$ cat src/rtl/hilo_muldiv_pkg.sv
// Shared encodings and helpers for the HI/LO multiply/divide unit.
// Contents: op codes, FSM state codes, iteration count, HI/LO write payload.
package hilo_muldiv_pkg;

   localparam int unsigned MD_ITER = 32;

   typedef enum logic [1:0] {
      MD_MULT  = 2'd0,
      MD_MULTU = 2'd1,
      MD_DIV   = 2'd2,
      MD_DIVU  = 2'd3
   } md_op_e;

   typedef enum logic [1:0] {
      MD_IDLE = 2'd0,
      MD_CALC = 2'd1,
      MD_DONE = 2'd2
   } md_state_e;

   // HI/LO write payload as seen by the register file
   typedef struct packed {
      logic [31:0] hi;
      logic [31:0] lo;
   } md_wr_t;

   function automatic logic md_is_mul(input md_op_e op);
      return (op == MD_MULT) || (op == MD_MULTU);
   endfunction

   function automatic logic md_is_signed(input md_op_e op);
      return (op == MD_MULT) || (op == MD_DIV);
   endfunction

endpackage

$ cat src/rtl/hilo_muldiv_md_sign_fix.sv
// Conditional two's-complement negate. Used both to take operand magnitudes
// and to restore the sign of product/quotient/remainder.
// Ports:
//   val_i  - value to condition
//   neg_i  - 1: output is -val_i, 0: output is val_i
//   val_o  - conditioned value (combinational)
module md_sign_fix #(
   parameter int unsigned W = 32
) (
   input  logic [W-1:0] val_i,
   input  logic         neg_i,
   output logic [W-1:0] val_o
);

   assign val_o = neg_i ? (~val_i + W'(1)) : val_i;

endmodule

$ cat src/rtl/hilo_muldiv.sv
// Iterative multiply/divide unit producing the HI/LO register write stream.
// One accepted op computes over 32 cycles (radix-2 shift-add multiply or
// restoring divide), then issues a single-cycle write.
// Optional build macro: HILO_MULDIV_FAST_MUL_EN -- multiplies use a
// single-cycle product and skip the iterative phase.
// Ports:
//   clk, rst           - clock, asynchronous active-low reset
//   start_i, op_i      - request and operation (MULT/MULTU/DIV/DIVU)
//   src_a_i, src_b_i   - multiplicand/dividend, multiplier/divisor
//   cancel_i           - flush; aborts the in-flight op and suppresses we
//   stall_o            - combinational busy indication to the pipeline
//   we, w_hi_o, w_lo_o - registered HI/LO write strobe and data
module hilo_muldiv
   import hilo_muldiv_pkg::*;
#(
   parameter int unsigned DATA_W = 32,
   parameter int unsigned CNT_W  = 6
) (
   input  logic              clk,
   input  logic              rst,
   input  logic              start_i,
   input  logic [1:0]        op_i,
   input  logic [DATA_W-1:0] src_a_i,
   input  logic [DATA_W-1:0] src_b_i,
   input  logic              cancel_i,
   output logic              stall_o,
   output logic              we,
   output logic [DATA_W-1:0] w_hi_o,
   output logic [DATA_W-1:0] w_lo_o
);

   localparam int unsigned ACC_W = 2 * DATA_W;

   md_state_e         state;
   md_op_e            op_q;
   logic [CNT_W-1:0]  cnt;
   logic [ACC_W-1:0]  acc;      // mul: {partial hi, multiplier/low product}; div: {rem, quot}
   logic [DATA_W-1:0] opnd;     // multiplicand or divisor magnitude
   logic              res_neg;
   logic              rem_neg;

   // Input decode and operand magnitudes
   md_op_e            op_in;
   logic              in_signed;
   logic              a_neg;
   logic              b_neg;
   logic [DATA_W-1:0] abs_a;
   logic [DATA_W-1:0] abs_b;
   logic              accept;
   logic              div_zero;

   assign op_in     = md_op_e'(op_i);
   assign in_signed = md_is_signed(op_in);
   assign a_neg     = in_signed & src_a_i[DATA_W-1];
   assign b_neg     = in_signed & src_b_i[DATA_W-1];
   assign accept    = (state == MD_IDLE) & start_i & ~cancel_i;
   assign div_zero  = ~md_is_mul(op_in) & (src_b_i == '0);
   assign stall_o   = (state != MD_IDLE) | accept;

   md_sign_fix #(.W(DATA_W)) u_abs_a (.val_i(src_a_i), .neg_i(a_neg), .val_o(abs_a));
   md_sign_fix #(.W(DATA_W)) u_abs_b (.val_i(src_b_i), .neg_i(b_neg), .val_o(abs_b));

   // Shift-add step: add multiplicand into the high half if the current
   // multiplier bit is set, then shift the whole accumulator right.
   logic [DATA_W:0]  mul_sum;
   logic [ACC_W-1:0] mul_next;

   assign mul_sum  = {1'b0, acc[ACC_W-1:DATA_W]} + ({1'b0, opnd} & {(DATA_W+1){acc[0]}});
   assign mul_next = {mul_sum, acc[DATA_W-1:1]};

   // Restoring divide step: shift next dividend bit into the remainder and
   // keep the subtraction only when it does not go negative.
   logic [DATA_W:0]  div_shift;
   logic [DATA_W:0]  div_trial;
   logic [ACC_W-1:0] div_next;

   assign div_shift = {acc[ACC_W-1:DATA_W], acc[DATA_W-1]};
   assign div_trial = div_shift - {1'b0, opnd};
   assign div_next  = div_trial[DATA_W]
                    ? {div_shift[DATA_W-1:0], acc[DATA_W-2:0], 1'b0}
                    : {div_trial[DATA_W-1:0], acc[DATA_W-2:0], 1'b1};

   // Result sign restore; quotient reuses the wide negator via zero-extension
   logic [ACC_W-1:0]  res_raw;
   logic [ACC_W-1:0]  res_fix;
   logic [DATA_W-1:0] rem_fix;
   md_wr_t            wr_c;

   assign res_raw = md_is_mul(op_q) ? acc : {{DATA_W{1'b0}}, acc[DATA_W-1:0]};

   md_sign_fix #(.W(ACC_W))  u_fix_res (.val_i(res_raw), .neg_i(res_neg), .val_o(res_fix));
   md_sign_fix #(.W(DATA_W)) u_fix_rem (.val_i(acc[ACC_W-1:DATA_W]), .neg_i(rem_neg), .val_o(rem_fix));

   always_comb begin
      wr_c.hi = rem_fix;
      wr_c.lo = res_fix[DATA_W-1:0];
      if (md_is_mul(op_q)) begin
         wr_c.hi = res_fix[ACC_W-1:DATA_W];
      end
   end

   // Control FSM with registered write port
   always_ff @(posedge clk or negedge rst) begin
      if (!rst) begin
         state   <= MD_IDLE;
         op_q    <= MD_MULT;
         cnt     <= '0;
         acc     <= '0;
         opnd    <= '0;
         res_neg <= 1'b0;
         rem_neg <= 1'b0;
         we      <= 1'b0;
         w_hi_o  <= '0;
         w_lo_o  <= '0;
      end else begin
         we <= 1'b0;
         case (state)
            MD_IDLE: begin
               if (accept) begin
                  op_q    <= op_in;
                  cnt     <= '0;
                  res_neg <= a_neg ^ b_neg;
                  rem_neg <= a_neg & ~md_is_mul(op_in);
                  if (div_zero) begin
                     // Raw dividend to HI, all-ones to LO, no sign restore
                     acc     <= {src_a_i, {DATA_W{1'b1}}};
                     opnd    <= abs_b;
                     res_neg <= 1'b0;
                     rem_neg <= 1'b0;
                     state   <= MD_DONE;
                  end else if (md_is_mul(op_in)) begin
`ifdef HILO_MULDIV_FAST_MUL_EN
                     acc   <= ACC_W'(abs_a) * ACC_W'(abs_b);
                     opnd  <= abs_a;
                     state <= MD_DONE;
`else
                     acc   <= {{DATA_W{1'b0}}, abs_b};
                     opnd  <= abs_a;
                     state <= MD_CALC;
`endif
                  end else begin
                     acc   <= {{DATA_W{1'b0}}, abs_a};
                     opnd  <= abs_b;
                     state <= MD_CALC;
                  end
               end
            end

            MD_CALC: begin
               if (cancel_i) begin
                  state <= MD_IDLE;
               end else begin
                  acc <= md_is_mul(op_q) ? mul_next : div_next;
                  cnt <= cnt + CNT_W'(1);
                  if (cnt == CNT_W'(MD_ITER - 1)) begin
                     state <= MD_DONE;
                  end
               end
            end

            MD_DONE: begin
               state <= MD_IDLE;
               if (!cancel_i) begin
                  we     <= 1'b1;
                  w_hi_o <= wr_c.hi;
                  w_lo_o <= wr_c.lo;
               end
            end

            default: state <= MD_IDLE;
         endcase
      end
   end

endmodule

$ cat config.mk
export PLATFORM = sky130hd
export DESIGN_NAME = hilo_muldiv
export DESIGN_NICKNAME = d
export VERILOG_FILES = /design/src/rtl/hilo_muldiv_pkg.sv /design/src/rtl/hilo_muldiv_md_sign_fix.sv /design/src/rtl/hilo_muldiv.sv
export SDC_FILE = /design/constraint.sdc
export NUM_CORES = 1
export LEC_CHECK = 0
export BUFFER_PORTS_ARGS = -buffer_cell sky130_fd_sc_hd__clkbuf_2
export CORE_MARGIN = 1.5
export CORE_UTILIZATION = 35
export CTS_BUF_LIST = sky130_fd_sc_hd__clkbuf_4 sky130_fd_sc_hd__clkbuf_8
export DETAILED_ROUTE_END_ITERATION = 10
export SLEW_MARGIN = 40
export SYNTH_ARGS = -nofsm -noshare
export SYNTH_HDL_FRONTEND = slang
export SYNTH_SLANG_ARGS = --single-unit
export TNS_END_PERCENT = 30
$ cat constraint.sdc
create_clock -name clk -period 5.95 [get_ports clk]
set_input_delay 0.2975 -clock clk [delete_from_list [all_inputs] [get_ports clk]]
set_output_delay 0.2975 -clock clk [all_outputs]
set_load 0.05 [all_outputs]
# Word level (Yosys, flattened, before mapping)
# Index checks and enable logic that the tools add are counted.
[op_classes] n_addsub=7 n_eq_ne=9 mux=27 bitwise_logic=15 reduce_logical=13
[op_table] op="$mux W64" count=7
[op_table] op="$mux W32" count=7
[op_table] op="$pmux W64 S2" count=1
[op_table] op="$add A32 B1 Y32 const B" count=3
[op_table] op="$not A32 Y32" count=3
[op_table] op="$add A64 B1 Y64 const B" count=1
[op_table] op="$not A64 Y64" count=1
[op_table] op="$add A32 B33 Y33" count=1
[op_table] op="$and A32 B33 Y33" count=1
[op_table] op="$sub A33 B32 Y33" count=1
[op_table] op="$logic_not A32 Y1" count=1
[op_table] op="$mux W6" count=2
[op_table] op="$pmux W6 S2" count=1
[op_table] op="$mux W2" count=4
[op_table] op="$add A6 B1 Y6 const B" count=1
[op_table] op="$and A1 B1 Y1" count=6
[op_table] op="$eq A2 B1 Y1 const B" count=3
[op_table] op="$eq A6 B5 Y1 const B" count=1
[op_table] op="$logic_not A2 Y1" count=3
[op_table] op="$reduce_and A2 Y1" count=3
[op_table] op="$eq A2 B2 Y1 const B" count=2
[op_table] op="$mux W1" count=4
[op_table] op="$ne A2 B2 Y1 const B" count=2
[op_table] op="$pmux W2 S2" count=1
[op_table] op="7 further kinds" count=11
[word_totals] regBits=173 output_inout_bits=66 elab_cells=81

# Longest topological paths before layout
# Gate-level depths: netlist of the first run.
[logic_depth] ltp_word=8 ltp_mapped=14

# Hierarchy
# Synthesis of the first run repeated with hierarchy kept, for this count alone.
[unflattened] hier_cells=1956 hier_area_um2=16574.6
[by_module_without_submodules] module="hilo_muldiv" n_inst=1 cells_per_inst=1453 area_per_inst_um2=12594.6 seq_area_each_um2=4304.1
[by_module_without_submodules] module="md_sign_fix at u_abs_a ..." n_inst=3 cells_per_inst=99 area_per_inst_um2=777.0 seq_area_each_um2=0.0
[by_module_without_submodules] module="md_sign_fix at u_fix_res" n_inst=1 cells_per_inst=206 area_per_inst_um2=1649.1 seq_area_each_um2=0.0

# Worst setup path after synthesis of the first run
# Ideal clock, no wire load.
[synth_path] path_kind="register to register" startpoint="reg acc[0]" endpoint="reg acc[61]" t_arrival_ns=3.314 path_slack_ns=2.542 stages_incl_launch_ff=14 n_path_buf=1 synth_period_minus_slack_ns=3.408 cell_sequence="dfrtp_1 -> inv_1 -> clkbuf_1 -> nor2_1 -> ha_1 -> a21o_1 -> a211oi_1 -> o31ai_1 -> a211oi_1 -> o21ai_0 -> a41o_1 -> o21a_1 -> or2_2 -> a211oi_1"
[synth_via] elab_chain_len=5
[synth_lines] item="from (decl)" line="hilo_muldiv.sv:37" source="logic [ACC_W-1:0] acc;"
[synth_lines] item="from (signal assigned)" line="hilo_muldiv.sv:126" source="acc <= {src_a_i, {DATA_W{1'b1}}};"
[synth_lines] item="from (signal assigned)" line="hilo_muldiv.sv:137" source="acc <= {{DATA_W{1'b0}}, abs_b};"
[synth_lines] item="from (signal assigned)" line="hilo_muldiv.sv:142" source="acc <= {{DATA_W{1'b0}}, abs_a};"
[synth_lines] item="$and A32 B33 Y33" line="hilo_muldiv.sv:68" source="assign mul_sum = {1'b0, acc[ACC_W-1:DATA_W]} + ({1'b0, opnd} & {(DATA_W+1){acc[0]}});"
[synth_lines] item="$add A32 B33 Y33" line="hilo_muldiv.sv:68"
[synth_lines] item="$mux W64" line="hilo_muldiv.sv:153" source="acc <= md_is_mul(op_q) ? mul_next : div_next;"
[synth_lines] item="$mux W64" line="hilo_muldiv.sv:150" source="if (cancel_i) begin"
[synth_lines] item="$pmux W64 S2" line="hilo_muldiv.sv:117" source="case (state)"
# No other way between the ends. The select of a mux whose other input is x is not followed.
# A chain may end at the register's enable or synchronous reset.

# Worst setup path after layout of the first run
# Ends and elaborated chain as after synthesis.

==> results of run 1 <==
[synthesized netlist by cell type (8+ instances only)]
library cell / instances / area [um2]
buf_1: 12 / 45.0
o21bai_1: 10 / 75.1
nand2b_1: 18 / 113
o21ai_0: 199 / 996
clkbuf_1: 97 / 364
nand3_1: 25 / 125
or3_1: 19 / 119
nor2b_1: 12 / 75.1
nand2_1: 243 / 912
o21a_1: 10 / 75.1
mux2_2: 16 / 180
a221oi_1: 11 / 96.3
o211ai_1: 28 / 210
mux2i_1: 45 / 450
or4_1: 12 / 90.1
o31ai_1: 20 / 150
and3_1: 8 / 50.1
ha_1: 69 / 863
o41ai_1: 9 / 78.8
inv_1: 70 / 263
o22ai_1: 14 / 87.6
dfrtp_1: 172 / 4300
xnor2_1: 85 / 744
nand4_1: 15 / 93.8
nor4_1: 19 / 119
a211oi_1: 21 / 158
a31oi_1: 33 / 206
a21oi_1: 184 / 921
xor2_1: 86 / 753
buf_2: 13 / 65.1
nor3_1: 45 / 225
nor2_1: 198 / 743
a21o_1: 35 / 263
[critical path, stage by stage (launching register included)]
cell and delay (ns):
dfrtp_1 0.48, inv_1 0.19, buf_4 0.36, nor2_1 0.09, ha_1 0.34, a21o_1 0.24, a211oi_1 0.28, o31ai_1 0.12
a211oi_1 0.59, o21ai_0 0.37, a41o_1 0.34, o21a_1 0.17, or2_2 0.29, a211oi_1 0.22
[cell type report]
type	count	area, um2	area share
antenna	1	2.50	0.000151
inverter	71	267	0.0161
timing repair buffer	163	911	0.0549
tap	539	674	0.0407
multi-input combinational	1604	10100	0.606
sequential	172	4310	0.260
clock buffer	19	255	0.0154
clock inverter	11	110	0.00664
[state kept, by name, indices dropped and copies added (netlist names)]
register,flops
acc,64
rem_neg,1
state,2
w_lo_o,32
we,1
opnd,32
w_hi_o,32
cnt,6
res_neg,1
op_q,1
[metrics by stage]
step | total power (W) | utilization | setup slack, ns
floorplan | 0.00481 | - | 2.54
global placement | 0.00606 | 0.383 | 1.77
detailed placement | 0.00610 | 0.383 | 1.86
CTS | 0.00694 | 0.392 | 1.83
global route | 0.00752 | 0.393 | 1.51
finish | 0.00703 | 0.393 | 1.76
[cells by family (layout without fill, tap and decap cells)]
group,Yosys count,count (layout),synth area share
mux,61,61,0.0418
compound gates,646,646,0.262
flops,172,172,0.285
fa+ha+maj,71,71,0.0599
simple gates,655,655,0.200
other cells,0,1,0
xor+xnor,171,171,0.0993
buf+inv,196,264,0.0509
[metal layers]
metal	vias up	GRT usage	part of all wire
met5	-	0	0
met4	0	0.0862	0.028
met3	77	0.0508	0.082
met2	639	0.397	0.45
met1	7359	0.350	0.44
li1	7178	-	-
[power by group]
part	internal (W)	switching (W)
registers	0.00138	0.000449
clock network	0.000347	0.000488
logic	0.00169	0.00269
total	0.00341	0.00362
[how the worst max path moves through the flow]
| stage | start | endpoint | depth (start not counted) |
|---|---|---|---|
| 2_1_floorplan | acc[0] | acc[61] | 13 |
| 3_3_place_gp | src_b_i[0] | acc[56] | 11 |
| 3_5_place_dp | acc[31] | acc[56] | 13 |
| 4_1_cts | acc[0] | acc[61] | 13 |
| 5_1_grt | acc[0] | acc[61] | 13 |
| 6_report | acc[0] | acc[61] | 13 |
[what timing repair did]
item / in CTS / in global routing
setup buffers: 0 / 0
endpoints found under the hold margin: 58 / 0
resized for setup: 0 / 0
hold buffers: 1 / 0
==> results.yml, run 1 <==
final_layout:
  postLayoutCellArea_um2: 16600
  fillers: 4415
  areaGrowthSynthToFinish_pct: 9.96
  fin_cells: 2580
  layout_commonest_cell: "nand2_1"
  final_cell_mix: "241 x nand2_1, 199 x o21ai_0, 195 x nor2_1"
  finalNetCount: 2170
  drive_gt1_frac: 0.119
setup_path:
  cp.arrival_ns: 4.61
  ff2ff_path_depth: 13
  r2r_start: "acc[0]"
  criticalPathCategory: "reg2reg"
  crit_required_ns: 6.36
  cp-start-kind: "register"
  reg2reg_to: "acc[61]"
  cp_max_fo: 29
  end_kind: "register"
  r2r_slack_ns: 1.76
yosys:
  ys.flop_type: "dfrtp_1"
  async_reset_ff_frac: 1.00
  ys_warn_count: 0
  yosys.cell_types.count: 86
  ys_seq_elements: 172
  synth.avg_cell_area_um2: 7.65
  syn_area_um2: 15100
  synth_enable_flop_cells: 0
  ys_seq_area_frac: 0.285
  synth_nets: 2113
  syn_inst: 1972
drt:
  drt-pass1-iter-count: 6
  ant_nets: 0
  wl_mm: 56.7
  drc: 0
  vias_per_cell: 5.91
  drtIter0Drc: 1665
  wire_per_inst_um: 22.0
  vias: 15300
global_route:
  grt_first_pass_wirelength_mm: 86.0
  grt_max_degree: 92
  grt_overflow: 0
  first_global_vias: 14300
  track_usage: 0.254
  antenna_found_initial: 0
power_and_ir_drop:
  power_leakage_nw: 7.17
  max-vdd-ir-drop_uv: 225
  power_density_nw_per_um2: 424
clock_tree:
  cts_tree: "built"
  clock_latency_ns: 0.50
  cts_buffers: 17
  path_clk_slew_ns: 0.10
  cts_root_buf: "clkbuf_8"
  clockBufferDepth: 2
  cts_num_sinks: 172
  h-tree-depth: 4
placement:
  placed_area_um2: 16200
  gp_congestion: 0.985
  io_buffers: 135
  dp.cells: 2547
  dp_hpwl_mm: 43.3
sta:
  rsz0062_at_grt: "no"
  finClkSkew_ns: 0.0178
  fin_crit_ns: 4.19
  relSlewSlack: 0.402
  totalNegativeSetupSlack_ns: 0
  finalCritPeriodShare: 0.704
  worst_pin_slew_ns: 0.897
  hold_viol_final: 0
  finalSetupViolations: 0
  max_freq_ghz: 0.239
  finalMaxSlewViolations: 0
  timing.hold.ws_ns: 0.184
run_status:
  status: "completed"
floorplanning:
  dieArea_um2: 44300
  rows: 75
  die_w_um: 211
  start_util: 0.357
  io_pins: 136
  die_h_um: 211
  coreArea_um2: 42200
hold_path:
  hold_end: "acc[33]"
  min_from: "src_a_i[1]"
  hold-path-cell-count: 3
  min_path_type: "in2reg"
flow_run:
  cap_violations: 0
Note: power is estimated with default switching activity, not from simulation.
==> run 2, diff against run 1 <==
ABC_AREA = 1   (was default)
clock period = 3.45 ns   (was 5.95 ns; I/O delays follow)
==> run 2 against run 1 <==
  * Core utilization grew 0.088 points
  * Sequential share of layout area shrank 5.2 points
  * Cell count grew 58%
  * Sequential cell count is the same
  * Via count grew 41%
  * Maximum frequency grew 37%
  * Cell area grew 25%
  * Hold slack lost 0.14 ns
  * Sequential power grew 110%
  * Critical path type unchanged
==> results.yml, run 2 <==
clock_tree:
  clockBufferDepth: 2
  clock_latency_ns: 0.59
  cts_num_sinks: 172
  h-tree-depth: 4
  cts_tree: "built"
  cts_root_buf: "clkbuf_8"
  path_clk_slew_ns: 0.12
  cts_buffers: 17
drt:
  drc: 0
  routed.top_layer: "met5"
  wl_met2_mm: 31.4
  drt-pass1-iter-count: 6
  vias: 21400
  wl_met3_mm: 6.90
  wire_per_inst_um: 18.8
  ant_nets: 0
  drtIter0Drc: 2169
  wl_mm: 76.5
  drt-met1-wl_mm: 35.3
  vias_per_cell: 5.28
setup_path:
  crit_slowest_cell: "dfrtp_1"
  cpPeakStageDelay_ns: 0.61
  path_buf_inv: 3
  cp_top_family: "simple AND/OR/NAND/NOR gates"
  cp-start-kind: "register"
  end_kind: "register"
  cp.arrival_ns: 3.56
  criticalPathCategory: "reg2reg"
  crit_top_cell: "nand2_1"
  crit_chain: "inv_1 > fa_1 > inv_1 > nand3_1 > nand2_2 > nand2_1 > nand2_2 > nand2_1 > nand2_2 > nand2_2 > nand3_2 > buf_4 > nand3_1 > nand3_1 > nand2_1 > nand2_1 > nand2_1"
  crit_required_ns: 3.94
  cp_max_fo: 26
sta:
  hold_viol_final: 0
  relSlewSlack: 0.407
  worst_pin_slew_ns: 0.887
  totalNegativeSetupSlack_ns: 0
  fin_crit_ns: 3.07
  finalSetupViolations: 0
  setup_slack_ns: 0.380
  finalMaxSlewViolations: 0
  finClkSkew_ns: 0.0227
  max_freq_ghz: 0.326
  finalCritPeriodShare: 0.890
  rsz0062_at_grt: "no"
yosys:
  synth_commonest_cells: "1156 x nand2_1, 493 x inv_1, 293 x nor2_1"
  synthTopCellsByArea: "nand2_1 23%, dfrtp_1 23%, inv_1 9.9%"
  synth.most_common_cell: "nand2_1"
  syn_area_um2: 18700
  ys.flop_type: "dfrtp_1"
  async_reset_ff_frac: 1.00
  ys_seq_elements: 172
  synth_enable_flop_cells: 0
  synth_area_leader_cell: "nand2_1"
  yosys.cell_types.count: 50
  yosysTopAreaCellShare: 0.233
  synth.avg_cell_area_um2: 5.73
  synth_nets: 3397
  syn_inst: 3256
  ys_warn_count: 0
  ys_seq_area_frac: 0.231
placement:
  io_buffers: 135
  gp_congestion: 1.03
  dp_hpwl_mm: 63.1
  post-place-ws_ns: 0.414
final_layout:
  areaGrowthSynthToFinish_pct: 11.1
  largest_reg_flops: 64
  layout_commonest_cell: "nand2_1"
  final_cell_mix: "1155 x nand2_1, 491 x inv_1, 292 x nor2_1"
  largest-register: "acc"
  final_core_util: 0.393
  drive_gt1_frac: 0.0823
  finalNetCount: 3505
  diodes: 0
global_route:
  grt_first_pass_wirelength_mm: 116
  track_usage: 0.280
  grt_max_degree: 87
  first_global_vias: 19200
  antenna_found_initial: 1
  grt_overflow: 0
floorplanning:
  rows: 84
  coreArea_um2: 52700
  die_h_um: 234
  dieArea_um2: 54700
  die_w_um: 234
  start_util: 0.354
  io_pins: 136
power_and_ir_drop:
  power_density_nw_per_um2: 804
  power_leakage_nw: 11.4
  max-vdd-ir-drop_uv: 419
  finalPower_w: 0.0167
hold_path:
  min_path_type: "in2reg"
run_status:
  status: "completed"
flow_run:
  cap_violations: 0
==> run 2: cell count changes after synthesis, moves of 27 or more <==
cell,change
a21o_1,-32
nand4_1,+32
a21oi_1,-43
inv_1,+423
nand2_1,+913
nand3_1,+245
nor2_1,+95
mux2i_1,-45
clkbuf_1,-34
o21ai_0,-27
xnor2_1,-74
==> run 2: worst paths after layout <==
check	slack (ns)	to	cells past startpoint	from
worst max-delay path	0.38	acc[35]	17	acc[32]
worst min register to register	0.49	w_lo_o[19]	2	w_lo_o[19]
min in group asynchronous	0.18	w_hi_o[23]	2	rst
worst max register to register	0.38	acc[35]	17	acc[32]
max in group asynchronous	2.50	acc[48]	3	rst
worst min-delay path	0.04	opnd[25]	5	src_a_i[25]
==> run 2: report_power, final <==
group | switching [W] | internal (W) | total, W
registers | 0.00104 | 0.00276 | 0.00381
logic | 0.00790 | 0.00328 | 0.0112
clock network | 0.000957 | 0.000712 | 0.00167
total | 0.00990 | 0.00676 | 0.0167
==> run 2: repair_timing <==
item	4_1_cts	5_1_grt
setup buffers	0	0
gates resized for setup	0	0
hold endpoints to repair	91	0
hold buffers	12	0
==> run 2: area by class of cell <==
class | count | area, um2
clock inverters | 13 | 175
fillers | 5892 | 31900
flip-flops and latches | 172 | 4310
well taps | 688 | 861
inverters | 509 | 1920
multi-input cells | 2467 | 12000
repair buffers | 197 | 1210
clock buffers | 19 | 262
==> run 2: cell families (layout without fill, tap and decap cells) <==
group                      Yosys count  after routing  synth area share
AOI/OAI and AO/OA                  435            435             0.134
xor gates and xnor gates            96             96            0.0451
adders and majority gates           71             71            0.0484
buffers and inverters              617            738             0.128
DFF                                172            172             0.231
and+or+nand+nor                   1865           1865             0.414
==> run 2: worst register-to-register path: cells and delay by family, from the launching register on <==
kind | cells | cell delay (ns)
adders and majority gates | 1 | 0.49
DFF | 1 | 0.61
and+or+nand+nor | 13 | 1.26
buffers and inverters | 3 | 0.63
==> run 2: metal layers <==
layer,up-vias,track usage
li1,10500,-
met1,9802,0.412
met2,976,0.404
met3,138,0.0428
met4,2,0.109
met5,-,0
==> run 2: through the flow <==
stage / area (um2) / std cells / hold slack (ns)
floorplan: 18700 / 3256 / -0.123
global placement: 20200 / 4021 / 0.315
detailed placement: 20200 / 4021 / 0.236
CTS: 20700 / 4065 / 0.0000615
global route: 20700 / 4065 / 0.0550
finish: 20700 / 4065 / 0.0439
